**config.mk**
```make
export PLATFORM = sky130hd
export DESIGN_NAME = fifo_rd_stream
export DESIGN_NICKNAME = d
export VERILOG_FILES = /design/src/rtl/fifo_pkg.sv /design/src/rtl/fifo_rd_skid_buf.sv /design/src/rtl/fifo_rd_stream.sv
export SDC_FILE = /design/constraint.sdc
export NUM_CORES = 1
export LEC_CHECK = 0
export BUFFER_PORTS_ARGS = -buffer_cell sky130_fd_sc_hd__buf_2
export CORE_AREA = 2 2 76 78
export DETAILED_ROUTE_END_ITERATION = 12
export DIE_AREA = 0 0 78 80
export GPL_ROUTABILITY_DRIVEN = 1
export PLACE_DENSITY = 0.74
export SYNTH_ARGS = -nofsm -noshare
export SYNTH_HDL_FRONTEND = slang
export SYNTH_SLANG_ARGS = --single-unit
export TNS_END_PERCENT = 10
```
**constraint.sdc**
```tcl
create_clock -name rd_clk -period 2.2 [get_ports rd_clk]
set_clock_uncertainty 0.1 [all_clocks]
set_input_delay 0.44 -clock rd_clk [delete_from_list [all_inputs] [get_ports rd_clk]]
set_output_delay 0.44 -clock rd_clk [all_outputs]
set_load 0.02 [all_outputs]
```
**src/rtl/fifo_pkg.sv**
```systemverilog
// Shared FIFO constants and the pointer helper used by the read-side drain stage.
package fifo_pkg;
   localparam int DATA_SIZE = 8;
   localparam int ADDR_SIZE = 4;
   localparam int BUF_DEPTH = 3;

   typedef logic [1:0] buf_ptr_t;

   // Pointers wrap 2 -> 0 because the buffer depth is not a power of two.
   function automatic buf_ptr_t ptr_inc(input buf_ptr_t p);
      return (p == buf_ptr_t'(BUF_DEPTH - 1)) ? buf_ptr_t'(0) : p + buf_ptr_t'(1);
   endfunction
endpackage

```
**src/rtl/fifo_rd_skid_buf.sv**
```systemverilog
// Three-entry circular buffer with occupancy count; head is always visible on head_data.
// Push and pop may coincide at any occupancy; a pushed word is never bypassed to the head.
module fifo_rd_skid_buf #(
   parameter int DATA_SIZE = fifo_pkg::DATA_SIZE
) (
   input  logic                 rd_clk,
   input  logic                 rd_rst,
   input  logic                 push,
   input  logic [DATA_SIZE-1:0] push_data,
   input  logic                 pop,
   output logic [DATA_SIZE-1:0] head_data,
   output logic [1:0]           count
);
   import fifo_pkg::*;

   buf_ptr_t             wr_ptr;
   buf_ptr_t             rd_ptr;
   logic [DATA_SIZE-1:0] mem [BUF_DEPTH];

   always_ff @(posedge rd_clk or negedge rd_rst) begin
      if (!rd_rst) begin
         wr_ptr <= '0;
         rd_ptr <= '0;
         count  <= '0;
      end else begin
         if (push) wr_ptr <= ptr_inc(wr_ptr);
         if (pop)  rd_ptr <= ptr_inc(rd_ptr);
         count <= count + {1'b0, push} - {1'b0, pop};
      end
   end

   // Storage is left unreset; count alone decides what is valid.
   always_ff @(posedge rd_clk) begin
      if (push) mem[wr_ptr] <= push_data;
   end

   assign head_data = mem[rd_ptr];
endmodule

```
**src/rtl/fifo_rd_stream.sv**
```systemverilog
// Drains the FIFO read port into a framed valid/ready stream; 2 cycles from fifo_rd_en to out_valid.
// Read issue depends only on registered occupancy, so out_ready never reaches fifo_rd_en combinationally.
module fifo_rd_stream #(
   parameter int DATA_SIZE = fifo_pkg::DATA_SIZE,
   parameter int PKT_LEN   = 4
) (
   input  logic                 rd_clk,
   input  logic                 rd_rst,
   input  logic                 fifo_empty,
   input  logic [DATA_SIZE-1:0] fifo_rd_data,
   output logic                 fifo_rd_en,
   output logic                 out_valid,
   output logic [DATA_SIZE-1:0] out_data,
   output logic                 out_last,
   input  logic                 out_ready,
   output logic [15:0]          pkt_count
);
   import fifo_pkg::*;

   localparam logic [7:0] LAST_BEAT = 8'(PKT_LEN - 1);

   logic [1:0] count;
   logic       inflight;
   logic [7:0] beat;
   logic [2:0] occupancy;
   logic       room;
   logic       pop;
   logic       last_beat;

   // Words already buffered plus the one still coming back from the FIFO.
   assign occupancy  = {1'b0, count} + {2'b00, inflight};
   assign room       = occupancy < 3'(BUF_DEPTH);
   assign fifo_rd_en = !fifo_empty && room;

   assign out_valid  = (count != 2'd0);
   assign pop        = out_valid && out_ready;
   assign last_beat  = (beat == LAST_BEAT);
   assign out_last   = out_valid && last_beat;

   fifo_rd_skid_buf #(
      .DATA_SIZE (DATA_SIZE)
   ) u_buf (
      .rd_clk    (rd_clk),
      .rd_rst    (rd_rst),
      .push      (inflight),
      .push_data (fifo_rd_data),
      .pop       (pop),
      .head_data (out_data),
      .count     (count)
   );

   always_ff @(posedge rd_clk or negedge rd_rst) begin
      if (!rd_rst) begin
         inflight  <= 1'b0;
         beat      <= '0;
         pkt_count <= '0;
      end else begin
         inflight <= fifo_rd_en;
         if (pop) begin
            if (last_beat) begin
               beat      <= '0;
               pkt_count <= pkt_count + 16'd1;
            end else begin
               beat <= beat + 8'd1;
            end
         end
      end
   end
endmodule

```
; Word level (Yosys, flattened, before mapping)
; Memory sizes are Yosys's and may differ from the RTL's.
; Index checks and enable logic that the tools add are counted.
; W data, S select, Z words.
[totals]
reg_bits = 31
mem_bits_ro = 0
word_cells = 29
latchBits = 0
ramBits = 24
n_memories = 1
out_inout_bits = 27
[mem_list]
columns = name, depth, width, read_ports, rd_ports_with_merged_regs, wr, line_no
row1 = u_buf.mem, 3, 8, 1, 0, 1, fifo_rd_skid_buf.sv:18  ; logic [DATA_SIZE-1:0] mem [BUF_DEPTH];
[op_classes]
mul = 0
bitwise = 0
n_addsub = 7
reduce_logical = 6
n_shift = 0
muxes = 5
eq_ne = 3
div_mod_pow = 0
n_lt_le_gt_ge = 1
[op_table]
columns = op, n
row1 = $add A16 B1 Y16 const B, 1
row2 = $add A8 B1 Y8 const B, 1
row3 = $eq A8 B2 Y1 const B, 1
row4 = $mux W8, 1
row5 = $add A2 B1 Y2 const B, 2
row6 = $eq A2 B2 Y1 const B, 2
row7 = $mux W2, 2
row8 = $add A2 B1 Y3, 1
row9 = $logic_and A1 B1 Y1, 3
row10 = $lt A3 B2 Y1 const B, 1
row11 = $add A2 B1 Y2, 1
row12 = $mux W1, 2
row13 = $reduce_and A2 Y1, 1
row14 = $reduce_bool A2 Y1, 1
row15 = $sub A2 B1 Y2, 1
row16 = $logic_not A1 Y1, 1

; Depth between registers and ports, before layout
[logic_depth]
depth_word = 3
ltp_mapped = 8
mapped_depth_nobuf = 7

; Hierarchy
; A second synthesis with hierarchy kept.
[hier_totals]
cells_unflattened = 175
area_unflattened_um2 = 2341.0
[by_module_without_submodules]
columns = mod, cells_each, instances, area_each_um2
row1 = fifo_rd_skid_buf, 73, 1, 1172.4
row2 = fifo_rd_stream, 102, 1, 1168.6

; Worst setup path after synthesis
; OpenSTA, ideal clock, no wires.
[synth_path]
path_type = reg2out
from = register beat[0]
to = output port out_last
arrival_ps = 1657
path_stages_with_launch = 5
setup_slack_ps = 3
required_time_ps = 1660
path_cell_list = dfrtp_1 -> ha_1 -> or4b_4 -> or2_1 -> nor2b_1
[synth_via]
elab_chain_cells = 2
[synth_rtl]
columns = item, line_no
row1 = start: declaration, fifo_rd_stream.sv:24  ; logic [7:0] beat;
row2 = start signal: assignment, fifo_rd_stream.sv:64  ; beat <= beat + 8'd1;
row3 = $eq A8 B2 Y1, fifo_rd_stream.sv:37  ; assign last_beat = (beat == LAST_BEAT);
row4 = $logic_and A1 B1 Y1, fifo_rd_stream.sv:38  ; assign out_last = out_valid && last_beat;
row5 = end: declaration, fifo_rd_stream.sv:14  ; output logic out_last,
; No other way between the ends.

; Worst setup path after layout
[layout_path]
from = register beat[1]
to = output port out_last
; The elaborated chain is that of the path after synthesis.

==> impl_metrics.env <==
export IMPL_status="complete, but fails checks"
export IMPL_violations="setup timing"
export IMPL_fin_crit_sh_pct=109
export IMPL_required_ps=1660
export IMPL_grt_max_degree=32
export IMPL_p_switching_mw=1.18
export IMPL_power_frac_clock_pct=18.2
export IMPL_combinationalPowerShare_pct=34.2
export IMPL_timing_rr_start="beat[1]$_DFFE_PN0P_"
export IMPL_yosysUniqueCellTypes=30
export IMPL_maxCapViolCount=0
export IMPL_pin_count=39
export IMPL_postRouteAntennaNets=0
export IMPL_irDropWorstVdd_mv=0.700
export IMPL_dr_first_iter_drc_count=47
export IMPL_timing_critical_path_buf_inv=1
export IMPL_cp_depth=5
export IMPL_die_width_um=78
export IMPL_cpPeakStageDelay_ps=460
export IMPL_clock_tree_buffer_depth=2
export IMPL_grt_antenna_before_repair=0
export IMPL_finalHoldViolations=0
export IMPL_post_route_util_pct=51.9
export IMPL_layout_common_cells="buf_2 (36), dfrtp_1 (30), edfxtp_1 (24), nand2_1 (22), xnor2_1 (15)"
export IMPL_setup_violations=1
export IMPL_path_delay_family="simple AND/OR/NAND/NOR gates"
export IMPL_htree_levels=2
export IMPL_reg2reg_to="pkt_count[1]$_DFFE_PN0P_"
export IMPL_route_detailed_drc=0
export IMPL_worst_skew_pair_late_latency_ps=310
export IMPL_crit_chain="ha_2 -> or4b_4 -> or2_4 -> nor2b_1 -> buf_4"
export IMPL_synth_area_um2=2330
export IMPL_drive_gt1_share_pct=28.9
export IMPL_grt_ovfl_total=0
export IMPL_syn_inst=181
export IMPL_slew_limit_headroom_pct=55.0
export IMPL_rows=27
export IMPL_synth_avg_cell_area_um2=12.9
export IMPL_yosysWarnings=0
export IMPL_wire_per_inst_um=12.5
export IMPL_rsz0062_at_grt="true"
export IMPL_root_buffer="clkbuf_8"
export IMPL_firstDrtPassIters=4
export IMPL_syn_to_final_growth_pct=20.2
export IMPL_path_clk_slew_ps=100
export IMPL_gp_congestion=0.768
export IMPL_yosysSeqAreaShare_pct=64.1
export IMPL_crit_path_max_fanout=2
export IMPL_worst_slack_ps=-194
export IMPL_die_area_um2=6240
export IMPL_numClockSinks=55
export IMPL_dieHeight_um=80
export IMPL_dp_hpwl_um=2640
export IMPL_rr_worst_depth=5
export IMPL_vias=1478
export IMPL_first_global_vias=1442
export IMPL_antennaDiodeCount=0
export IMPL_synthTopCellsByArea="dfrtp_1 (33%), edfxtp_1 (31%), xnor2_1 (5.6%), nand2_1 (3.5%), mux2i_1 (3.4%)"
export IMPL_syn_nets=199
export IMPL_path_class="register to primary output"
export IMPL_p_seq_share_pct=47.6
export IMPL_cts_buffers=5
export IMPL_ys_seq_elements=55
export IMPL_power_leakage_nw=1.28
export IMPL_setup_worst_path_start_class="register"
export IMPL_powerDensity_nw_per_um2=1150
export IMPL_arrival_ps=1850
export IMPL_hp_class="input pin to asynchronous set/reset pin"
export IMPL_slew_viol_final=0
export IMPL_clock_fmax_mhz=418
export IMPL_final_common_cell="buf_2"
export IMPL_grt_pass1_wl_um=6560
export IMPL_crit_slowest_cell="or4b_4"
export IMPL_routed_wl_um=3840
export IMPL_tightest_slew_ps=674
export IMPL_grt_usage_pct=13.6
export IMPL_cp_end_kind="primary output"
export IMPL_cts_hold_buf=0
export IMPL_synth_top_cell_by_area="dfrtp_1"
export IMPL_hold_ws_ps=57.4
export IMPL_cts_tree="done"
export IMPL_core_um2=5410
export IMPL_io_buffers=38
export IMPL_r2r_slack_ps=140
export IMPL_p_sw_share_pct=36.5
export IMPL_intPower_mw=2.05
export IMPL_period_needed_ps=2390
export IMPL_yosys_area_top_type_share_pct=33.2
export IMPL_initial_core_util_pct=43.2
export IMPL_num_nets_final=252
export IMPL_via_per_inst=4.81
metrics by stage:
stage	instance area, um^2	cells	setup slack, ps	setup TNS, ps	power (mW)
2_1_floorplan	2330	181	2.60	0	2.21
3_3_place_gp	2650	294	82.2	0	2.54
3_5_place_dp	2650	294	48.7	0	2.58
4_1_cts	2800	306	-172	-172	3.24
5_1_grt	2810	307	-257	-323	3.45
6_report	2810	307	-194	-194	3.23
sequential cells by signal (all words and copies together), names as in the netlist:
signal and flops:
u_buf.mem 24, pkt_count 16, beat 8, u_buf.count 2
u_buf.rd_ptr 2, u_buf.wr_ptr 2, inflight 1
worst max path at each step:
| stage | from | end | slack, ps |
|---|---|---|---|
| after global placement | beat[0]$_DFFE_PN0P_ | out_last | 80 |
| final | beat[1]$_DFFE_PN0P_ | out_last | -190 |
| after floorplan | beat[0]$_DFFE_PN0P_ | out_last | 3 |
| after detailed placement | beat[0]$_DFFE_PN0P_ | pkt_count[15]$_DFFE_PN0P_ | 50 |
| after global routing | beat[0]$_DFFE_PN0P_ | out_last | -260 |
| after CTS | beat[1]$_DFFE_PN0P_ | out_last | -170 |
power by group through the flow:
stage / registers (mW) / clock network (mW) / logic, mW
after floorplan: 1.48 / 0 / 0.730
after global placement: 1.55 / 0 / 0.989
after CTS: 1.53 / 0.606 / 1.10
after global routing: 1.58 / 0.641 / 1.23
final: 1.54 / 0.588 / 1.10
after detailed placement: 1.56 / 0 / 1.02
final cells by class:
cell class / instances / area (um^2)
clock inverters: 3 / 31.3
inverters: 6 / 22.5
fillers: 489 / 2600
flip-flops and latches: 55 / 1500
well taps: 72 / 90.1
multi-input cells: 116 / 810
repair buffers: 50 / 285
clock buffers: 5 / 68.8
worst reg2reg max path, cell delays in order, from the launching register on:
cell     delay (ps)
dfrtp_1         380
ha_2            180
or4b_4          460
buf_4           170
nor3_4          300
mux2_2          380
synthesized netlist by cell type:
cell type  count
a211oi_1       1
a21o_1         3
and3_1         6
and4_1         1
buf_1          1
clkbuf_1       3
dfrtp_1       31
edfxtp_1      24
ha_1           6
inv_1          6
mux2_2         1
mux2i_1        8
nand2_1       22
nand3_1        9
nand4_1        6
nor2_1         7
nor2b_1        1
nor3_1         3
nor3_2         1
nor3_4         1
nor3b_1        1
nor4_4         1
o21ai_0       10
o21ai_1        1
or2_1          1
or2_2          1
or3_1          1
or4b_4         1
xnor2_1       15
xor2_1         8
routing by layer:
layer,GRT usage (%),wire [um]
met5,0,0
met4,4.21,50
met3,3.05,180
met2,23.4,1810
met1,17.3,1800
cell families (layout without fill, tap and decap cells):
family / count (synthesis) / after routing / share of synthesized area, %
AO/OA/AOI/OAI: 15 / 15 / 3.65
XOR/XNOR: 23 / 23 / 8.63
adder cells (fa/ha/maj): 6 / 6 / 3.22
buffers and inverters: 10 / 64 / 1.61
flip-flops: 55 / 55 / 64.1
multiplexers: 9 / 9 / 3.91
AND/OR/NAND/NOR: 63 / 63 / 14.9
timing repair:
item | 4_1_cts | 5_1_grt
pin swaps | 3 | 2
hold endpoints to repair | 0 | 0
setup endpoints to repair | 2 | 11
setup buffers | 4 | 1
resized for setup | 5 | 1
(Power assumes the default switching activity.)
